<file path="src/rtl/adc_spi_responder.sv">
// adc_spi_responder: emulates the SPI side of a multi-lane SAR ADC so that
// adc_manager can be exercised in loopback / HIL builds.
//
// Ports
//   aclk, areset           : clock, asynchronous active-high reset
//   cnv / busy             : conversion start in, conversion-in-progress out
//   spi_sck/csn/resetn/sdi : SPI master pins (asynchronous, synchronised here)
//   spi_sdo[NUM_SDO]       : readout lanes
//   s_axis_t*              : sample source, one sample taken per conversion
//   reg_command(_valid)    : last 24-bit command frame and its update pulse
//   status                 : {overrun, reg_mode, lane_md[1:0]}
module adc_spi_responder #(
  parameter int NUM_SDO    = 4,
  parameter int DATA_WIDTH = 32,
  parameter int CNV_CYCLES = 14
) (
  input  logic                  aclk,
  input  logic                  areset,
  input  logic                  cnv,
  output logic                  busy,
  input  logic                  spi_sck,
  input  logic                  spi_csn,
  input  logic                  spi_resetn,
  input  logic                  spi_sdi,
  output logic [NUM_SDO-1:0]    spi_sdo,
  input  logic [DATA_WIDTH-1:0] s_axis_tdata,
  input  logic                  s_axis_tvalid,
  output logic                  s_axis_tready,
  output logic [23:0]           reg_command,
  output logic                  reg_command_valid,
  output logic [3:0]            status
);
  localparam int BCW = $clog2(CNV_CYCLES + 1);
  localparam int RCW = $clog2(DATA_WIDTH + 1);

  // [0],[1] synchroniser stages, [2] previous value for edge detection
  logic [2:0] cnv_s_q, sck_s_q, csn_s_q;
  logic [1:0] rstn_s_q, sdi_s_q;

  logic                  busy_q, busy_d;
  logic [BCW-1:0]        bcnt_q, bcnt_d;
  logic                  rdy_q, rdy_d;
  logic                  act_q, act_d;
  logic [DATA_WIDTH-1:0] rdsh_q, rdsh_d;
  logic [RCW-1:0]        rcnt_q, rcnt_d;
  logic [DATA_WIDTH-1:0] smp_q, smp_d;
  logic                  ovr_q, ovr_d;
  logic                  rmode_q, rmode_d;
  logic [1:0]            lmd_q, lmd_d;
  logic [23:0]           cmdsh_q, cmdsh_d;
  logic [23:0]           rcmd_q, rcmd_d;
  logic                  rvld_q, rvld_d;

  logic cnv_rise, sck_rise, csn_fall, csn_rise, csn_lvl, rstn_lvl, fire;
  logic [2:0]     lanes;
  logic [RCW-1:0] rnext;
  logic [3:0]     grp;

  assign cnv_rise = cnv_s_q[1] & ~cnv_s_q[2];
  assign sck_rise = sck_s_q[1] & ~sck_s_q[2];
  assign csn_fall = ~csn_s_q[1] & csn_s_q[2];
  assign csn_rise = csn_s_q[1] & ~csn_s_q[2];
  assign csn_lvl  = csn_s_q[1];
  assign rstn_lvl = rstn_s_q[1];

  // A conversion starts only outside register mode, when idle and not held in device reset
  assign fire = cnv_rise & ~rmode_q & ~busy_q & rstn_lvl;

  // Lane modes wider than the physical lane count fall back to one lane
  always_comb begin
    lanes = 3'd1;
    if (lmd_q == 2'b01 && NUM_SDO >= 2)      lanes = 3'd2;
    else if (lmd_q == 2'b10 && NUM_SDO >= 4) lanes = 3'd4;
  end

  assign rnext = rcnt_q + RCW'(lanes);

  // Top lane group of the readout shifter, MSB on the highest lane
  always_comb begin
    case (lanes)
      3'd4:    grp = rdsh_q[DATA_WIDTH-1 -: 4];
      3'd2:    grp = {2'b00, rdsh_q[DATA_WIDTH-1 -: 2]};
      default: grp = {3'b000, rdsh_q[DATA_WIDTH-1]};
    endcase
  end

  always_comb begin
    busy_d  = busy_q;
    bcnt_d  = bcnt_q;
    rdy_d   = rdy_q;
    act_d   = act_q;
    rdsh_d  = rdsh_q;
    rcnt_d  = rcnt_q;
    smp_d   = smp_q;
    ovr_d   = ovr_q;
    rmode_d = rmode_q;
    lmd_d   = lmd_q;
    cmdsh_d = cmdsh_q;
    rcmd_d  = rcmd_q;
    rvld_d  = 1'b0;

    if (busy_q) begin
      bcnt_d = bcnt_q - BCW'(1);
      if (bcnt_q == BCW'(1)) begin
        busy_d = 1'b0;
        rdy_d  = 1'b1;
      end
    end

    if (fire) begin
      // No fresh sample: resend the previous one and flag the overrun
      if (s_axis_tvalid) smp_d = s_axis_tdata;
      else               ovr_d = 1'b1;
      busy_d = 1'b1;
      bcnt_d = BCW'(CNV_CYCLES);
      rdy_d  = 1'b0;
      act_d  = 1'b0;
    end else if (csn_fall && !rmode_q && rdy_q) begin
      act_d  = 1'b1;
      rdsh_d = smp_q;
      rcnt_d = '0;
    end else if (act_q && sck_rise && !csn_lvl) begin
      rdsh_d = rdsh_q << lanes;
      rcnt_d = rnext;
      if (rnext >= RCW'(DATA_WIDTH)) begin
        act_d = 1'b0;
        rdy_d = 1'b0;
      end
    end

    // Aborted readout discards the rest of the word
    if (act_q && csn_rise) begin
      act_d = 1'b0;
      rdy_d = 1'b0;
    end

    if (csn_fall)                  cmdsh_d = '0;
    else if (sck_rise && !csn_lvl) cmdsh_d = {cmdsh_q[22:0], sdi_s_q[1]};

    if (csn_rise) begin
      rcmd_d = cmdsh_q;
      rvld_d = 1'b1;
      if (cmdsh_q[23:21] == 3'b101)
        rmode_d = 1'b1;
      else if (rmode_q && cmdsh_q[23:8] == 16'h0020)
        lmd_d = cmdsh_q[7:6];
      else if (rmode_q && cmdsh_q[23:8] == 16'h0014 && cmdsh_q[0])
        rmode_d = 1'b0;
    end

    // Device reset clears the ADC state but not overrun or the sample latch
    if (!rstn_lvl) begin
      busy_d  = 1'b0;
      bcnt_d  = '0;
      rdy_d   = 1'b0;
      act_d   = 1'b0;
      rdsh_d  = '0;
      rcnt_d  = '0;
      rmode_d = 1'b0;
      lmd_d   = 2'b00;
      cmdsh_d = '0;
    end
  end

  always_ff @(posedge aclk or posedge areset) begin
    if (areset) begin
      cnv_s_q  <= 3'b000;
      sck_s_q  <= 3'b000;
      csn_s_q  <= 3'b111;
      rstn_s_q <= 2'b11;
      sdi_s_q  <= 2'b00;
      busy_q   <= 1'b0;
      bcnt_q   <= '0;
      rdy_q    <= 1'b0;
      act_q    <= 1'b0;
      rdsh_q   <= '0;
      rcnt_q   <= '0;
      smp_q    <= '0;
      ovr_q    <= 1'b0;
      rmode_q  <= 1'b0;
      lmd_q    <= 2'b00;
      cmdsh_q  <= '0;
      rcmd_q   <= '0;
      rvld_q   <= 1'b0;
    end else begin
      cnv_s_q  <= {cnv_s_q[1:0], cnv};
      sck_s_q  <= {sck_s_q[1:0], spi_sck};
      csn_s_q  <= {csn_s_q[1:0], spi_csn};
      rstn_s_q <= {rstn_s_q[0], spi_resetn};
      sdi_s_q  <= {sdi_s_q[0], spi_sdi};
      busy_q   <= busy_d;
      bcnt_q   <= bcnt_d;
      rdy_q    <= rdy_d;
      act_q    <= act_d;
      rdsh_q   <= rdsh_d;
      rcnt_q   <= rcnt_d;
      smp_q    <= smp_d;
      ovr_q    <= ovr_d;
      rmode_q  <= rmode_d;
      lmd_q    <= lmd_d;
      cmdsh_q  <= cmdsh_d;
      rcmd_q   <= rcmd_d;
      rvld_q   <= rvld_d;
    end
  end

  // Handshake is taken in the same cycle the sample is latched
  assign s_axis_tready     = fire & s_axis_tvalid;
  assign busy              = busy_q;
  assign spi_sdo           = (act_q && !rmode_q) ? grp[NUM_SDO-1:0] : '0;
  assign reg_command       = rcmd_q;
  assign reg_command_valid = rvld_q;
  assign status            = {ovr_q, rmode_q, lmd_q};
endmodule

</file>
<file path="config.mk">
export PLATFORM = sky130hd
export DESIGN_NAME = adc_spi_responder
export DESIGN_NICKNAME = d
export VERILOG_FILES = /design/src/rtl/adc_spi_responder.sv
export SDC_FILE = /design/constraint.sdc
export NUM_CORES = 1
export LEC_CHECK = 0
export BUFFER_PORTS_ARGS = -buffer_cell sky130_fd_sc_hd__clkbuf_2
export CAP_MARGIN = 25
export CORE_AREA = 2 2 150 152
export DETAILED_ROUTE_END_ITERATION = 10
export DIE_AREA = 0 0 152 154
export SKIP_CTS_REPAIR_TIMING = 1
export SYNTH_ARGS = -nofsm -noshare
export SYNTH_HDL_FRONTEND = slang
export SYNTH_SLANG_ARGS = --single-unit
</file>
<file path="constraint.sdc">
create_clock -name aclk -period 9.07 [get_ports aclk]
set_input_delay 0.907 -clock aclk [delete_from_list [all_inputs] [get_ports aclk]]
set_output_delay 0.907 -clock aclk [all_outputs]
set_load 0.02 [all_outputs]
</file>
# [Word level (Yosys, flattened, before mapping)]
# Cells that the tools add are included.
[op_classes] shifts=1 addsub=2 mux=46 n_lt_le_gt_ge=1 n_reduce_logical=18 bitwise_logic=15 n_eq_ne=19
[ops] cell="two-way mux 32 bit" n=4
[ops] cell="two-way mux 24 bit" n=3
[ops] cell="left shift 32 x 3 -> 32 bit" n=1
[ops] cell="two-way mux 1 bit" n=24
[ops] cell="two-way mux 6 bit" n=4
[ops] cell="equality test 16 x 5 -> 1 bit, second input constant" n=1
[ops] cell="equality test 16 x 6 -> 1 bit, second input constant" n=1
[ops] cell="two-way mux 4 bit" n=4
[ops] cell="!= test 3 x 1 -> 1 bit, second input constant" n=4
[ops] cell="logical AND 1 bit" n=10
[ops] cell="!= test 5 x 1 -> 1 bit, second input constant" n=2
[ops] cell="AND 1 bit" n=8
[ops] cell="two-way mux 2 bit" n=4
[ops] cell="case mux 4 bit (2 select lines)" n=1
[ops] cell="AND reduction 2 bit" n=4
[ops] cell="NOT 1 bit" n=7
[ops] cell="adder 6 x 3 -> 6 bit" n=1
[ops] cell="equality test 3 bit, second input constant" n=2
[ops] cell="greater-or-equal comparator 6 bit, second input constant" n=1
[ops] cell="two-way mux 3 bit" n=2
[ops] cell="AND reduction 3 bit" n=2
[ops] cell="equality test 4 x 1 -> 1 bit, second input constant" n=1
[ops] cell="!= test 2 x 1 -> 1 bit, second input constant" n=2
[ops] cell="!= test 2 bit, second input constant" n=2
[ops] cell="6 further kinds" n=7
[word_totals] word_cells=120 regBits=143 inputBits=40 output_inout_bits=35

# [Depth between registers and ports, before layout]
[logic_depth] ltp_word=11 depth_mapped=11 depth_no_buf=9

# [Least setup slack after synthesis]
# OpenSTA, ideal clock, no wires.
[synth_timing] path_kind="register to output" start="register lmd_q[0]" end="output port spi_sdo[1]" required_ns=8.163 n_path_buf=2 arrival_ns=1.838 setup_slack_ns=6.325 stages_incl_launch_ff=6 path_cell_list="dfrtp_1 inv_1 ha_1 buf_2 buf_2 nor3_1"
[synth_via] elab_chain_cells=6 elab_cells_between_ends=8 classes_between="eq/ne (4); mux (4)"
[synth_lines] element="start: declaration" line="49" source="logic [1:0] lmd_q, lmd_d;"
[synth_lines] element="start signal: assignment" line="200" source="lmd_q <= lmd_d;"
[synth_lines] element="equality test 2 bit" line="73" source="else if (lmd_q == 2'b10 && NUM_SDO >= 4) lanes = 3'd4;"
[synth_lines] element="two-way mux 3 bit" line="73"
[synth_lines] element="two-way mux 3 bit (*)" line="72" source="if (lmd_q == 2'b01 && NUM_SDO >= 2) lanes = 3'd2;"
[synth_lines] element="equality test 3 x 2 -> 1 bit or equality test 3 bit (tied branches)" line="80" source="case (lanes)"
[synth_lines] element="case mux 4 bit (2 select lines) (*)" line="80"
[synth_lines] element="two-way mux 4 bit (*)" line="210" source="assign spi_sdo = (act_q && !rmode_q) ? grp[NUM_SDO-1:0] : '0;"
[synth_lines] element="end: declaration" line="25" source="output logic [NUM_SDO-1:0] spi_sdo,"
# Every way passes the cells marked *; elsewhere a longest branch is shown, timed or not.

# [Worst setup path after layout]
[layout_timing] start="register rstn_s_q[1]" end="output port s_axis_tready"
[layout_via] elab_chain_cells=2
[layout_lines] element="start: declaration" line="38" source="logic [1:0] rstn_s_q, sdi_s_q;"
[layout_lines] element="start signal: assignment" line="189" source="rstn_s_q <= {rstn_s_q[0], spi_resetn};"
[layout_lines] element="AND 1 bit" line="67" source="assign fire = cnv_rise & ~rmode_q & ~busy_q & rstn_lvl;"
[layout_lines] element="AND 1 bit" line="208" source="assign s_axis_tready = fire & s_axis_tvalid;"
[layout_lines] element="end: declaration" line="28" source="output logic s_axis_tready,"
# No other way between the ends.

==> results.toml <==
[status]
status = "completed"

[sta]
finalHoldViolCount = 0
tightest_slew_ns = 0.9619
report.final.slew_viol_count = 0
finalSetupViolCount = 0
final.setup.tns_ns = 0
whs_ns = 0.3497
clock.fmax_ghz = 0.2663
period_share_pct = 41.40
fin_crit_ns = 3.755
relSlewSlack_pct = 35.80
rsz0062_at_grt = "false"
skew_ns = 0.01341

[critical_path]
crit_fanout = 46
crit_type = "flip-flop to output port"
r2r_end = "rdy_q"
cp_cell_sequence = "nand3_2 > inv_1 > clkbuf_2"
start_kind = "flip-flop"
slowest_stage = "dfstp_2"
r2r_slack_ns = 6.23
cp_top_family = "flip-flops"
r2r_start = "csn_s_q[2]"
crit_path_start = "rstn_s_q[1]"
required_ns = 8.16
path_buf_inv = 2
end_kind = "output port"
slowest_delay_ns = 1.09
rr_worst_depth = 6
crit_arrival_ns = 2.85

[yosys]
async_flop_share_pct = 100.0
ys_seq_area_share_pct = 49.44
synthCells = 729
synth-seq-cells = 143
syn_nets = 777
ys.flop_type = "dfrtp_1"
syn_area_um2 = 7251
yosys_warnings = 0
yosysUniqueCellTypes = 58
syn_area_per_cell_um2 = 9.946
synth_edf_count = 0

[floorplan]
core_area_um2 = 21690
ios = 75
fp.dieH_um = 154
rows = 54
die-width_um = 152
start_util_pct = 33.43
dieArea_um2 = 23410

[route]
drtPass1Iterations = 5
wl_per_cell_um = 15.46
vias_per_cell = 5.051
drc = 0
drt_iter0_markers = 229
wl_um = 16580
vias = 5415
drt.antenna.violating_nets = 0

[power_and_ir_drop]
ir_worst_vdd_v = 0.0001259
p_leak_nw = 3.871
power_density_nw_per_um2 = 177.8

[placed_design]
port_buffers = 74
dpl_cell_area_um2 = 7780
dp_hpwl_um = 10690
place.gp.congestion = 0.8133

[final_layout]
final_common_cell = "nand2_1"
layout.nets = 827
design_area_um2 = 8376
drive_gt1_share_pct = 20.71
mostFrequentLayoutCells = "nand2_1 (185), dfrtp_1 (138), clkbuf_2 (74), nor2_1 (41), a21oi_1 (38)"
fin_util_pct = 38.62
nFillCells = 2149
area.growth.synth_to_final_pct = 15.51
antennaDiodeCount = 0

[cts]
clock_latency_ns = 0.43
cts_buffers = 17
tritoncts = "done"
cts-root-buf = "clkbuf_16"
clockBufferDepth = 2
clock-sinks = 143
cts.clk_slew.worst_paths_ns = 0.06
htree_num_levels = 4

[grt]
grt_pass1_vias = 5313
grt_max_degree = 82
gr-total-overflow = 0
antenna_found_initial = 0
grt.total_usage_pct = 14.51
grt_pass1_wl_um = 27810

[min_path]
min_from = "cnv_s_q[0]"
hold_end = "cnv_s_q[1]"
hold_class = "flip-flop to flip-flop"
holdPathStages = 0

[run]
drv_cap = 0
-- logic make-up after synthesis --
family                     Yosys count  share of synthesized area (%)
DFF                                143                          49.44
adders and majority gates            8                          1.381
muxes                               92                          15.24
and+or+nand+nor                    286                          17.50
xor gates and xnor gates             6                         0.7249
buffers and inverters               63                          4.107
AOI/OAI and AO/OA                  131                          11.61
-- stage by stage --
step           instances  power [W]  worst slack, ns
2_1_floorplan        729  0.0007699            4.333
3_3_place_gp        1040  0.0008001            5.671
3_5_place_dp        1040  0.0008020            5.668
4_1_cts             1072   0.001505            5.213
5_1_grt             1072   0.001548            5.048
6_report            1072   0.001489            5.315
-- synthesized netlist by cell type (5+ instances only) --
master	number	share of area, %
clkbuf_1	30	1.6
mux2_1	29	4.5
dfstp_2	5	1.8
o21ai_0	20	1.4
and3_1	5	0.43
nor2b_1	6	0.52
o211ai_1	26	2.7
o21ai_1	11	0.76
ha_1	8	1.4
mux4_2	9	2.8
buf_2	10	0.69
nand2_1	185	9.6
o2111ai_1	8	0.97
mux2_2	28	4.3
nand2b_1	8	0.69
mux2i_1	26	3.6
a21oi_1	38	2.6
buf_4	5	0.52
inv_1	11	0.57
nor3_1	15	1.0
dfrtp_1	138	48
nor2_1	41	2.1
-- area by class of cell --
type                            count  area [µm²]  area share, %
Tap cell                          280       350.3          4.183
Inverter                           13       53.80         0.6424
Clock inverter                     15       170.2          2.032
Clock buffer                       17       425.4          5.079
Multi-Input combinational cell    523        3368          40.22
Timing Repair Buffer               81       422.9          5.049
Sequential cell                   143        3585          42.80
-- worst register-to-register path, cell delays in order, from the launching register on --
cell	delay [ns]
dfstp_2	0.55
inv_1	0.05
nand2_1	0.62
clkinv_1	0.88
a21oi_1	0.39
o21ai_0	0.12
a31oi_1	0.16
-- sequential cells by signal, summed over array words and instances, names as in the netlist, 2 cells and up --
signal       count
lmd_q            2
cmdsh_q         24
cnv_s_q          3
rstn_s_q         2
reg_command     24
sck_s_q          3
sdi_s_q          2
smp_q           32
rdsh_q          32
rcnt_q           6
bcnt_q           4
csn_s_q          3
-- worst max-delay path by stage --
stage                     slack, ns       endpoint  depth (start not counted)
after floorplan                4.33          act_q                          1
after global placement         5.67  s_axis_tready                          3
after detailed placement       5.67  s_axis_tready                          3
after CTS                      5.21  s_axis_tready                          3
after global routing           5.05  s_axis_tready                          3
final                          5.31  s_axis_tready                          3
-- routing by layer --
layer  up-vias  wire [µm]  GRT usage (%)
met5         -          0              0
met1      2668       7885          19.52
li1       2638          -              -
met3        17        522          2.903
met4         0        310          5.385
met2        92       7859          23.27
-- power breakdown --
group	total, W	internal, W	switching, W
clock network	0.000702	0.000392	0.000310
registers	0.000710	0.000680	0.0000294
logic	0.0000774	0.0000339	0.0000436
No activity file was read; power rests on OpenSTA's default activity.
